===== src/rtl/tdc_readout_pkg.sv =====
// Shared constants and FSM state type for the TDC readout block.
// Default widths track the TDC core result word and the sequence tag.
package tdc_readout_pkg;

    localparam int unsigned TDC_DATA_W = 24;
    localparam int unsigned TDC_SEQ_W  = 8;

    typedef enum logic [2:0] {
        ST_IDLE = 3'd0,
        ST_ARM  = 3'd1,
        ST_WAIT = 3'd2,
        ST_CAPT = 3'd3,
        ST_HOLD = 3'd4
    } state_t;

endpackage


===== src/rtl/tdc_fifo_fwft.sv =====
// First-word-fall-through FIFO with distributed storage and wrap-bit pointers.
// Only the pointers are reset; storage contents are don't-care after reset.
module tdc_fifo_fwft #(
    parameter int unsigned WIDTH = 32,
    parameter int unsigned DEPTH = 16
) (
    input  logic                       clk,
    input  logic                       rst_n,
    input  logic                       push,
    input  logic [WIDTH-1:0]           din,
    output logic                       full,
    input  logic                       pop,
    output logic [WIDTH-1:0]           dout,
    output logic                       empty,
    output logic [$clog2(DEPTH):0]     level
);

    localparam int unsigned AW = $clog2(DEPTH);

    logic [WIDTH-1:0] r_mem [DEPTH];
    logic [AW:0]      r_wr_ptr;
    logic [AW:0]      r_rd_ptr;
    logic             w_pop_ok;
    logic             w_push_ok;

    assign empty = (r_wr_ptr == r_rd_ptr);
    assign full  = (r_wr_ptr[AW] != r_rd_ptr[AW]) &&
                   (r_wr_ptr[AW-1:0] == r_rd_ptr[AW-1:0]);
    assign level = r_wr_ptr - r_rd_ptr;
    assign dout  = r_mem[r_rd_ptr[AW-1:0]];

    // A pop frees the slot this cycle, so a push into a full FIFO still lands.
    assign w_pop_ok  = pop && !empty;
    assign w_push_ok = push && (!full || w_pop_ok);

    always_ff @(posedge clk) begin
        if (w_push_ok) begin
            r_mem[r_wr_ptr[AW-1:0]] <= din;
        end
    end

    always_ff @(posedge clk or negedge rst_n) begin
        if (!rst_n) begin
            r_wr_ptr <= '0;
            r_rd_ptr <= '0;
        end else begin
            if (w_push_ok) begin
                r_wr_ptr <= r_wr_ptr + (AW+1)'(1);
            end
            if (w_pop_ok) begin
                r_rd_ptr <= r_rd_ptr + (AW+1)'(1);
            end
        end
    end

endmodule


===== src/rtl/tdc_readout.sv =====
// Arms the TDC, captures each result on its done pulse, tags it with a
// sequence number and queues it in an FWFT FIFO; counts dropped results.
module tdc_readout
    import tdc_readout_pkg::*;
#(
    parameter int unsigned DATA_W  = TDC_DATA_W,
    parameter int unsigned SEQ_W   = TDC_SEQ_W,
    parameter int unsigned DEPTH   = 16,
    parameter int unsigned HOLDOFF = 4,
    parameter int unsigned OVF_W   = 16
) (
    input  logic                       iClk,
    input  logic                       iRst_n,
    input  logic                       iRun,
    output logic                       oEnable,
    input  logic                       iDone,
    input  logic [DATA_W-1:0]          iTDC,
    output logic [SEQ_W+DATA_W-1:0]    oData,
    output logic                       oValid,
    input  logic                       iReady,
    output logic [$clog2(DEPTH):0]     oLevel,
    output logic [OVF_W-1:0]           oOverflow,
    output logic                       oBusy
);

    localparam int unsigned HD_W = $clog2(HOLDOFF + 1);

    state_t              r_state;
    logic                r_enable;
    logic                r_busy;
    logic [DATA_W-1:0]   r_tdc;
    logic [SEQ_W-1:0]    r_seq;
    logic [OVF_W-1:0]    r_ovf;
    logic [HD_W-1:0]     r_hold;

    logic                w_push;
    logic                w_full;
    logic                w_empty;
    logic                w_drop;

    assign w_push = (r_state == ST_CAPT);
    // Dropped only when full and the consumer is not freeing a slot this cycle.
    assign w_drop = w_push && w_full && !iReady;

    always_ff @(posedge iClk or negedge iRst_n) begin
        if (!iRst_n) begin
            r_state  <= ST_IDLE;
            r_enable <= 1'b0;
            r_busy   <= 1'b0;
            r_tdc    <= '0;
            r_seq    <= '0;
            r_ovf    <= '0;
            r_hold   <= '0;
        end else begin
            r_enable <= 1'b0;
            case (r_state)
                ST_IDLE: begin
                    if (iRun) begin
                        r_state  <= ST_ARM;
                        r_enable <= 1'b1;
                        r_busy   <= 1'b1;
                    end
                end
                ST_ARM: begin
                    r_state <= ST_WAIT;
                end
                ST_WAIT: begin
                    if (iDone) begin
                        r_state <= ST_CAPT;
                        r_tdc   <= iTDC;
                    end
                end
                ST_CAPT: begin
                    r_seq   <= r_seq + SEQ_W'(1);
                    r_hold  <= HD_W'(HOLDOFF - 1);
                    r_state <= ST_HOLD;
                    if (w_drop && (r_ovf != '1)) begin
                        r_ovf <= r_ovf + OVF_W'(1);
                    end
                end
                ST_HOLD: begin
                    if (r_hold == '0) begin
                        if (iRun) begin
                            r_state  <= ST_ARM;
                            r_enable <= 1'b1;
                        end else begin
                            r_state <= ST_IDLE;
                            r_busy  <= 1'b0;
                        end
                    end else begin
                        r_hold <= r_hold - HD_W'(1);
                    end
                end
                default: begin
                    r_state  <= ST_IDLE;
                    r_busy   <= 1'b0;
                end
            endcase
        end
    end

    tdc_fifo_fwft #(
        .WIDTH (SEQ_W + DATA_W),
        .DEPTH (DEPTH)
    ) u_fifo (
        .clk   (iClk),
        .rst_n (iRst_n),
        .push  (w_push),
        .din   ({r_seq, r_tdc}),
        .full  (w_full),
        .pop   (iReady),
        .dout  (oData),
        .empty (w_empty),
        .level (oLevel)
    );

    assign oEnable   = r_enable;
    assign oBusy     = r_busy;
    assign oValid    = !w_empty;
    assign oOverflow = r_ovf;

endmodule


===== config.mk =====
export PLATFORM = sky130hd
export DESIGN_NAME = tdc_readout
export DESIGN_NICKNAME = d
export VERILOG_FILES = /design/src/rtl/tdc_readout_pkg.sv /design/src/rtl/tdc_fifo_fwft.sv /design/src/rtl/tdc_readout.sv
export SDC_FILE = /design/constraint.sdc
export NUM_CORES = 1
export LEC_CHECK = 0
export CAP_MARGIN = 20
export CORE_ASPECT_RATIO = 0.8
export CORE_UTILIZATION = 60
export CTS_CLUSTER_SIZE = 28
export DETAILED_ROUTE_END_ITERATION = 6
export PLACE_DENSITY = 0.79
export SLEW_MARGIN = 20
export SYNTH_ARGS = -nofsm -noshare
export SYNTH_HDL_FRONTEND = slang
export SYNTH_HIERARCHICAL = 1
export SYNTH_SLANG_ARGS = --single-unit

===== constraint.sdc =====
create_clock -name iClk -period 6.3 [get_ports iClk]
set_input_delay 0.63 -clock iClk [delete_from_list [all_inputs] [get_ports iClk]]
set_output_delay 0.63 -clock iClk [all_outputs]
set_load 0.005 [all_outputs]

==> results_dict.tcl, run 1 <==
set metrics [dict create \
    status "finished clean" \
    dp_hpwl_um 24500 \
    yosysUniqueCellTypes 52 \
    swShare_pct 29.4 \
    fp.coreArea_sq_um 37100 \
    nets 1287 \
    synthArstFlopShare_pct 11.4 \
    grt_max_degree 75 \
    finalCriticalPeriod_ns 4.33 \
    cts.sinks 578 \
    ys_warn_count 6 \
    syn-mean-instance-area_sq_um 19.9 \
    io_pins 85 \
    relSlewSlack_pct 33.2 \
    final_util_pct 69.7 \
    cts_root_buffer "clkbuf_16" \
    finalWirelength_um 46100 \
    diodes 0 \
    cap_violations 0 \
    synth_fp_nets 1181 \
    end_kind "output port" \
    grt_pass1_vias 11384 \
    antenna_found_initial 0 \
    timing.final.crit_share_pct 68.7 \
    area_growth_pct 14.0 \
    seq_area_frac_synth_pct 75.0 \
    fill_cells 2258 \
    start_util_pct 61.1 \
    ys_ff_latch 578 \
    via_per_inst 6.31 \
    gp_congestion 0.754 \
    cp_max_fo 61 \
    finalHoldViolCount 0 \
    dieArea_sq_um 38600 \
    synthFlopType "edfxtp_1" \
    synth_area_leaders "edfxtp_1 68%, mux4_2 9.5%, dfrtp_1 7.3%, mux2i_1 4.3%, mux2_2 1.2%" \
    portBuffers 84 \
    synth_cells 1138 \
    path_cells "nor2b_2 -> buf_4 -> a221oi_1 -> o21ai_1 -> o21ai_1 -> clkdlybuf4s50_1" \
    post_cts_buffers 0 \
    p_sw_mw 3.46 \
    firstDrtPassIters 5 \
    vias 11199 \
    syn_area_sq_um 22700 \
    clkTransAtPathRegs_ns 0.06 \
    final.setup_skew_ns 0.0178 \
    cts_resized 0 \
    critPathMaxStageDelay_ns 1.00 \
    ir_drop_v 0.000321 \
    hold_buffers 0 \
    cp_common_cell "o21ai_1" \
    seqPwrFrac_pct 47.0 \
    ys_top_cells_by_count "512 x edfxtp_1, 97 x mux2i_1, 96 x mux4_2, 66 x dfrtp_1, 49 x o21ai_1" \
    multi_input_area_sq_um 5330 \
    worstSetupPathType "flip-flop to output port" \
    combPwrFrac_pct 25.8 \
    synth_top_cell_area_share_pct 67.8 \
    total_power_mw 11.8 \
    grt_pass1_wl_um 69400 \
    fin_setup_tns_ns 0 \
    dieHeight_um 176 \
    max_freq_mhz 231 \
    rsz0062_at_grt "false" \
    grt_usage_pct 24.7 \
    pwr-share-clk_pct 27.2 \
    dieWidth_um 219 \
    synth_enable_flop_cells 512 \
    critPathBufInv 2 \
    clock_latency_ns 0.57 \
    cts_tree "done" \
    finalMaxSlewViolations 0 \
    critPathTopFamily "flip-flops" \
    cp_slowest_cell "dfrtp_4" \
    p_int_mw 8.33 \
    numCtsBuffers 53 \
    start_kind "flip-flop" \
    register_area_sq_um 17000 \
    setup_viol 0 \
    critPathRequiredTime_ns 5.67 \
    drt_iter0_markers 1037 \
    worst_slew_pin_slew_ns 1.00 \
    drc 0 \
    arrival_ns 3.70 \
    cts_buffer_depth 3 \
    hold_class "primary input to async pin" \
    wl_per_cell_um 25.9 \
    leakagePower_nw 8.78 \
    layout-drive-gt1-share_pct 20.1 \
    final_antenna_net_count 0 \
    h-tree-depth 2 \
    synth_top_area_cell "edfxtp_1" \
    grt_overflow 0 \
    rows 63 \
    powerDensity_nw_per_um2 456 \
    synth_most_common_cell "edfxtp_1" \
]
==> cell type report <==
cell class,instances,share of cell area (%)
clock inverters,26,1.02
flip-flops and latches,578,65.9
repair buffers,112,4.12
well taps,487,2.36
inverters,15,0.218
multi-input cells,484,20.6
clock buffers,74,5.83
==> cells by family after synthesis <==
group / Yosys count / synth area share (%)
flip-flops: 578 / 75.0
adder cells (fa/ha/maj): 14 / 0.805
XOR/XNOR: 31 / 1.20
AND/OR/NAND/NOR: 94 / 2.33
AO/OA/AOI/OAI: 127 / 3.58
buffers and inverters: 76 / 1.99
multiplexers: 218 / 15.0
==> power by group through the flow <==
| stage | logic, mW | registers [mW] | clock network [mW] |
|---|---|---|---|
| global placement | 3.01 | 5.57 | 0 |
| floorplan | 2.20 | 5.23 | 0 |
| global route | 3.27 | 5.62 | 3.41 |
| detailed placement | 3.05 | 5.63 | 0 |
| CTS | 3.07 | 5.55 | 3.25 |
| finish | 3.05 | 5.54 | 3.21 |
==> worst reg2reg max path, cell delays in order (launching register included) <==
cell     delay [ns]
dfrtp_4        1.00
inv_1          0.12
ha_1           0.37
nand4_1        0.16
o31a_2         0.22
nand2_1        0.23
nor2_4         0.82
buf_4          0.37
==> state kept, by name, summed over array words and instances, names as in the netlist <==
name	flops
r_seq	8
r_hold	3
r_tdc	24
oEnable	1
oBusy	1
r_state	3
u_fifo/r_wr_ptr	5
u_fifo/r_mem	512
oOverflow	16
u_fifo/r_rd_ptr	5
==> per-layer routing <==
metal / vias up / track usage [%] / routed length [um]
met2: 456 / 39.1 / 22200
met4: 0 / 5.38 / 736
met1: 5839 / 36.1 / 19800
li1: 4840 / - / -
met3: 64 / 4.83 / 3350
met5: - / 0 / 0
==> worst paths after layout <==
kind	slack [ns]	cells after the start	endpoint	start
max in group asynchronous	5.63	1	u_fifo/r_rd_ptr[0]	iRst_n
min in group iClk	0.50	1	u_fifo/r_rd_ptr[4]	u_fifo/r_rd_ptr[4]
setup / recovery	1.97	6	oData[17]	u_fifo/r_rd_ptr[2]
hold reg to reg	0.50	1	u_fifo/r_rd_ptr[4]	u_fifo/r_rd_ptr[4]
hold / removal	0.1	1	oOverflow[6]	iRst_n
setup reg to reg	2.72	7	u_fifo/r_mem[10][26]	u_fifo/r_rd_ptr[2]
==> cell usage in the layout (no fill, tap or decap), types with 17 or more instances in the layout <==
cell,count
xnor2_1,17
o21ai_0,19
nand2_1,27
o21ai_1,49
clkdlybuf4s50_1,83
mux2_2,25
a221oi_1,32
mux2i_1,97
clkbuf_16,55
edfxtp_1,512
buf_4,27
dfrtp_1,63
mux4_2,96
==> stage by stage <==
step	area (sq um)	std cells	hold slack, ns	worst slack (ns)
6_report	25900	1776	0.0952	1.97
2_1_floorplan	22700	1138	0.334	1.83
3_3_place_gp	24100	1676	0.481	2.65
5_1_grt	25900	1776	0.153	1.80
4_1_cts	25900	1776	0.266	1.98
3_5_place_dp	24100	1676	0.488	2.58
(Power assumes the default switching activity.)
==> inputs of run 2 (changes only) <==
==> constraint.sdc (replaced) <==
create_clock -name iClk -period 4.15 [get_ports iClk]
set_input_delay 0.415 -clock iClk [delete_from_list [all_inputs] [get_ports iClk]]
set_output_delay 0.415 -clock iClk [all_outputs]
set_load 0.005 [all_outputs]
==> results_dict.tcl, run 2 (synthesized netlist as in run 1, its figures left out) <==
set metrics [dict create \
    status "finished clean" \
    finalCriticalPeriod_ns 3.85 \
    rsz0062_at_grt "false" \
    cts_tree "done" \
    ir_drop_v 0.000490 \
    clock_latency_ns 0.58 \
    grt_overflow 0 \
    critPathRequiredTime_ns 3.73 \
    wl_per_cell_um 27.6 \
    multi_input_area_sq_um 5350 \
    final.setup_skew_ns 0.0121 \
    powerDensity_nw_per_um2 693 \
    largest_reg_flops 512 \
    gp_congestion 0.839 \
    register_area_sq_um 17000 \
    grt_pass1_vias 11828 \
    cp_max_fo 20 \
    rows 63 \
    grt_usage_pct 26.3 \
    worstSetupPathType "flip-flop to output port" \
    cts_buffer_depth 3 \
    dieWidth_um 219 \
    finalWirelength_um 49000 \
    start_util_pct 61.1 \
    leakagePower_nw 8.74 \
    grt_pass1_wl_um 72900 \
    dp_hpwl_um 26600 \
    total_power_mw 17.9 \
    dp.cells 1679 \
    dieArea_sq_um 38600 \
    antenna_found_initial 0 \
    fin_setup_tns_ns 0 \
    finalMaxSlewViolations 0 \
    via_per_inst 6.45 \
    portBuffers 84 \
    vias 11460 \
    cts_root_buffer "clkbuf_16" \
    end_kind "output port" \
    post_cts_buffers 0 \
    grt_max_degree 67 \
    layout-drive-gt1-share_pct 19.9 \
    start_kind "flip-flop" \
    firstDrtPassIters 5 \
    final_antenna_net_count 0 \
    fp.coreArea_sq_um 37100 \
    worst_slew_pin_slew_ns 0.997 \
    layout_commonest_cell "edfxtp_1" \
    clkTransAtPathRegs_ns 0.06 \
    drt_iter0_markers 1101 \
    setup_viol 0 \
    cap_violations 0 \
    fill_cells 2251 \
    relSlewSlack_pct 33.5 \
    arrival_ns 3.44 \
    cts.sinks 578 \
    drc 0 \
    dieHeight_um 176 \
    numCtsBuffers 52 \
    area_growth_pct 13.9 \
    h-tree-depth 2 \
    layout_common_cells "512 x edfxtp_1, 97 x mux2i_1, 96 x mux4_2, 83 x clkdlybuf4s50_1, 63 x dfrtp_1" \
    wl_met1_um 19700 \
    top_layer "met4" \
    nets 1291 \
    diodes 0 \
    timing.final.crit_share_pct 92.9 \
    hold_class "primary input to async pin" \
    final_cells 1776 \
    finalHoldViolCount 0 \
    io_pins 85 \
    max_freq_mhz 259 \
    wl_met3_um 3540 \
    dr_wl_met2_um 24300 \
    hold_buffers 0 \
    cts_resized 0 \
]
==> run 2: cell types whose count changed in the layout (fill, tap and decap cells not counted), sizes merged <==
cell,before,now
dlygate4sd3,0,1
bufinv,5,3
inv,16,17
clkbuf,74,71
buf,29,33
clkinvlp,4,3
==> run 2: layout make-up <==
class                   instances  area share, %
clock buffers                  71           5.47
clock inverters                24          0.794
inverters                      15          0.218
multi-input cells             484           20.7
flip-flops and latches        578           66.0
well taps                     487           2.36
repair buffers                117           4.50
==> run 2: critical path, cell delays in order (launching register included) <==
cell	delay, ns
dfrtp_4	0.64
and2_1	0.54
buf_12	0.33
a221oi_1	0.41
o21ai_1	0.22
o21ai_1	0.17
clkdlybuf4s50_1	0.54
==> run 2: final timing paths <==
kind,slack [ns],startpoint,endpoint,cells past startpoint
setup / recovery,0.30,u_fifo/r_rd_ptr[1],oData[22],6
hold / removal,0.35,iRst_n,oOverflow[4],2
setup reg to reg,1.04,u_fifo/r_rd_ptr[1],u_fifo/r_mem[8][17],7
hold reg to reg,0.49,u_fifo/r_wr_ptr[4],u_fifo/r_wr_ptr[4],1
max in group asynchronous,3.19,iRst_n,r_tdc[2],3
min in group iClk,0.45,iTDC[21],r_tdc[21],2
==> run 2: layer usage <==
metal	vias up	global-route usage, %
li1	4846	-
met1	5981	36.5
met2	536	42.7
met3	97	4.48
met4	0	9.40
met5	-	0
==> run 2: report_power, final <==
group          leakage [nW]  internal (mW)  switching, mW
registers              5.51           7.40          0.996
logic                  2.45           2.46           2.46
clock network         0.788           2.58           2.02
total                  8.74           12.4           5.48
==> run 2: through the flow <==
step	setup WS (ns)	util (%)	area, sq um	hold WS (ns)
2_1_floorplan	0.536	-	22700	0.119
3_3_place_gp	1.02	65.1	24200	0.480
3_5_place_dp	0.938	65.1	24200	0.479
4_1_cts	0.285	69.5	25800	0.0242
5_1_grt	0.186	69.6	25800	0.395
6_report	0.296	69.6	25800	0.351
==> inputs of run 3 (changes only) <==
--- a/config.mk
+++ b/config.mk
@@ -10,7 +10,7 @@
 export CORE_UTILIZATION = 60
 export CTS_CLUSTER_SIZE = 28
 export DETAILED_ROUTE_END_ITERATION = 6
-export PLACE_DENSITY = 0.79
+export PLACE_DENSITY_LB_ADDON = 0.2
 export SLEW_MARGIN = 20
 export SYNTH_ARGS = -nofsm -noshare
 export SYNTH_HDL_FRONTEND = slang
==> results_dict.tcl, run 3 (synthesized netlist as in run 1, its figures left out) <==
set metrics [dict create \
    rows 63 \
    arrival_ns 3.23 \
    cp_max_fo 38 \
    dieArea_sq_um 38600 \
    dieHeight_um 176 \
    cp-startpoint "u_fifo/r_rd_ptr[1]" \
    largest_reg_flops 512 \
    worst_slew_pin_slew_ns 0.982 \
    met2_usage_pct 39.0 \
    worstSetupPathType "flip-flop to output port" \
    crit_end "oData[5]" \
    cp_slowest_cell "buf_4" \
    start_kind "flip-flop" \
    grt_busiest_layer "met2" \
    area_growth_pct 14.1 \
    critPathMaxStageDelay_ns 0.58 \
    grt_overflow 0 \
    vias 11202 \
    met3_usage_pct 3.72 \
    diodes 0 \
    final_antenna_net_count 0 \
    final.setup_skew_ns 0.0250 \
    timing.rr.end "u_fifo/r_mem[10][24]" \
    whs_ns 0.345 \
    dieWidth_um 219 \
    io_pins 85 \
    layout_common_cells "512 x edfxtp_1, 97 x mux2i_1, 96 x mux4_2, 83 x clkdlybuf4s50_1, 63 x dfrtp_1" \
    cts_root_buffer "clkbuf_16" \
    cts_tree "done" \
    cts_buffer_depth 3 \
    cts.sinks 578 \
    finalCriticalPeriod_ns 3.65 \
    ir_drop_v 0.000432 \
    end_kind "output port" \
    path_cells "buf_4 -> nor2b_4 -> buf_4 -> a221oi_1 -> o21ai_0 -> o21ai_0 -> clkdlybuf4s50_1" \
    h-tree-depth 2 \
    finalWirelength_um 46300 \
    total_power_mw 17.8 \
    via_per_inst 6.29 \
    drc 0 \
    relSlewSlack_pct 34.6 \
    rsz0062_at_grt "false" \
    leakagePower_nw 8.77 \
    drt_iter0_markers 862 \
    numCtsBuffers 53 \
    status "finished clean" \
    max_freq_mhz 274 \
    grt_pass1_wl_um 69800 \
    grt_max_degree 78 \
    layout_commonest_cell "edfxtp_1" \
    cap_violations 0 \
    r2r-start "u_fifo/r_wr_ptr[2]" \
    reg2reg_depth 6 \
    antenna_found_initial 0 \
    fill_cells 2300 \
    firstDrtPassIters 5 \
    clkTransAtPathRegs_ns 0.06 \
    grt_pass1_vias 11324 \
    dp_hpwl_um 24600 \
    finalMaxSlewViolations 0 \
    hold_class "primary input to async pin" \
    critPathRequiredTime_ns 3.73 \
    gp_congestion 0.758 \
    finalHoldViolCount 0 \
    fin_setup_tns_ns 0 \
    grt_usage_pct 24.9 \
    powerDensity_nw_per_um2 687 \
    nets 1291 \
    post_cts_buffers 0 \
    setup_viol 0 \
    timing.final.crit_share_pct 87.9 \
    grtUsageMet1_pct 37.2 \
    clock_latency_ns 0.59 \
    fp.coreArea_sq_um 37100 \
    start_util_pct 61.1 \
    portBuffers 84 \
    layout-drive-gt1-share_pct 19.9 \
    rrSetupSlack_ns 1.05 \
    wl_per_cell_um 26.0 \
]
[run 3: cell types whose count changed in the layout (fill, tap and decap cells not counted), moves of 2 or more]
cell        previous run  this run
clkinvlp_4             3         1
clkbuf_16             53        55
clkinv_1               6        10
clkbuf_8               2         5
[run 3: worst min-delay path by stage]
stage                       from  cells past startpoint  slack [ns]            to
after floorplan           iRst_n                      0        0.12         oBusy
after global placement    iRst_n                      1        0.41  oOverflow[3]
after detailed placement  iRst_n                      1        0.41  oOverflow[3]
after CTS                 iRst_n                      2        0.34  oOverflow[3]
after global routing      iRst_n                      2        0.37  oOverflow[3]
final                     iRst_n                      2        0.34  oOverflow[3]
[run 3: cell type report]
class	instances	area, sq um	area share [%]
sequential	578	17000	65.8
multi-input combinational	484	5350	20.7
clock buffer	75	1500	5.80
timing repair buffer	116	1160	4.47
tap	487	609	2.35
clock inverter	25	169	0.653
inverter	15	56.3	0.218
[run 3: critical path: cells and delay by family, from the launching register on]
| family | cells | cell delay [ns] |
|---|---|---|
| AND/OR/NAND/NOR | 1 | 0.18 |
| AO/OA/AOI/OAI | 3 | 0.63 |
| flip-flops | 1 | 0.44 |
| buffers and inverters | 3 | 1.38 |
[run 3: report_power, final]
part / switching, mW / internal, mW / leakage, nW
Clock: 2.03 / 2.64 / 0.823
Combinational: 2.43 / 2.45 / 2.44
Sequential: 0.834 / 7.40 / 5.51
[run 3: routing by layer]
metal / vias to the layer above / wire length [um] / part of all wire [%]
met1: 5940 / 20600 / 44
met3: 64 / 2630 / 5.7
met4: 0 / 880 / 1.9
met2: 357 / 22200 / 48
li1: 4841 / - / -
met5: - / 0 / 0
[run 3: metrics by stage]
step                      cells  setup WS (ns)  instance area [sq um]  utilization [%]
after floorplan            1138          0.536                  22700                -
after global placement     1679           1.15                  24200             65.2
after detailed placement   1679           1.05                  24200             65.2
after CTS                  1780          0.516                  25900             69.7
after global routing       1780          0.348                  25900             69.7
final                      1780          0.500                  25900             69.7
[run 3: repair_timing]
action | CTS | global route
hold buffers | 1 | 0
hold endpoints to repair | 33 | 0
setup endpoints to repair | 0 | 0
resized for setup | 0 | 0
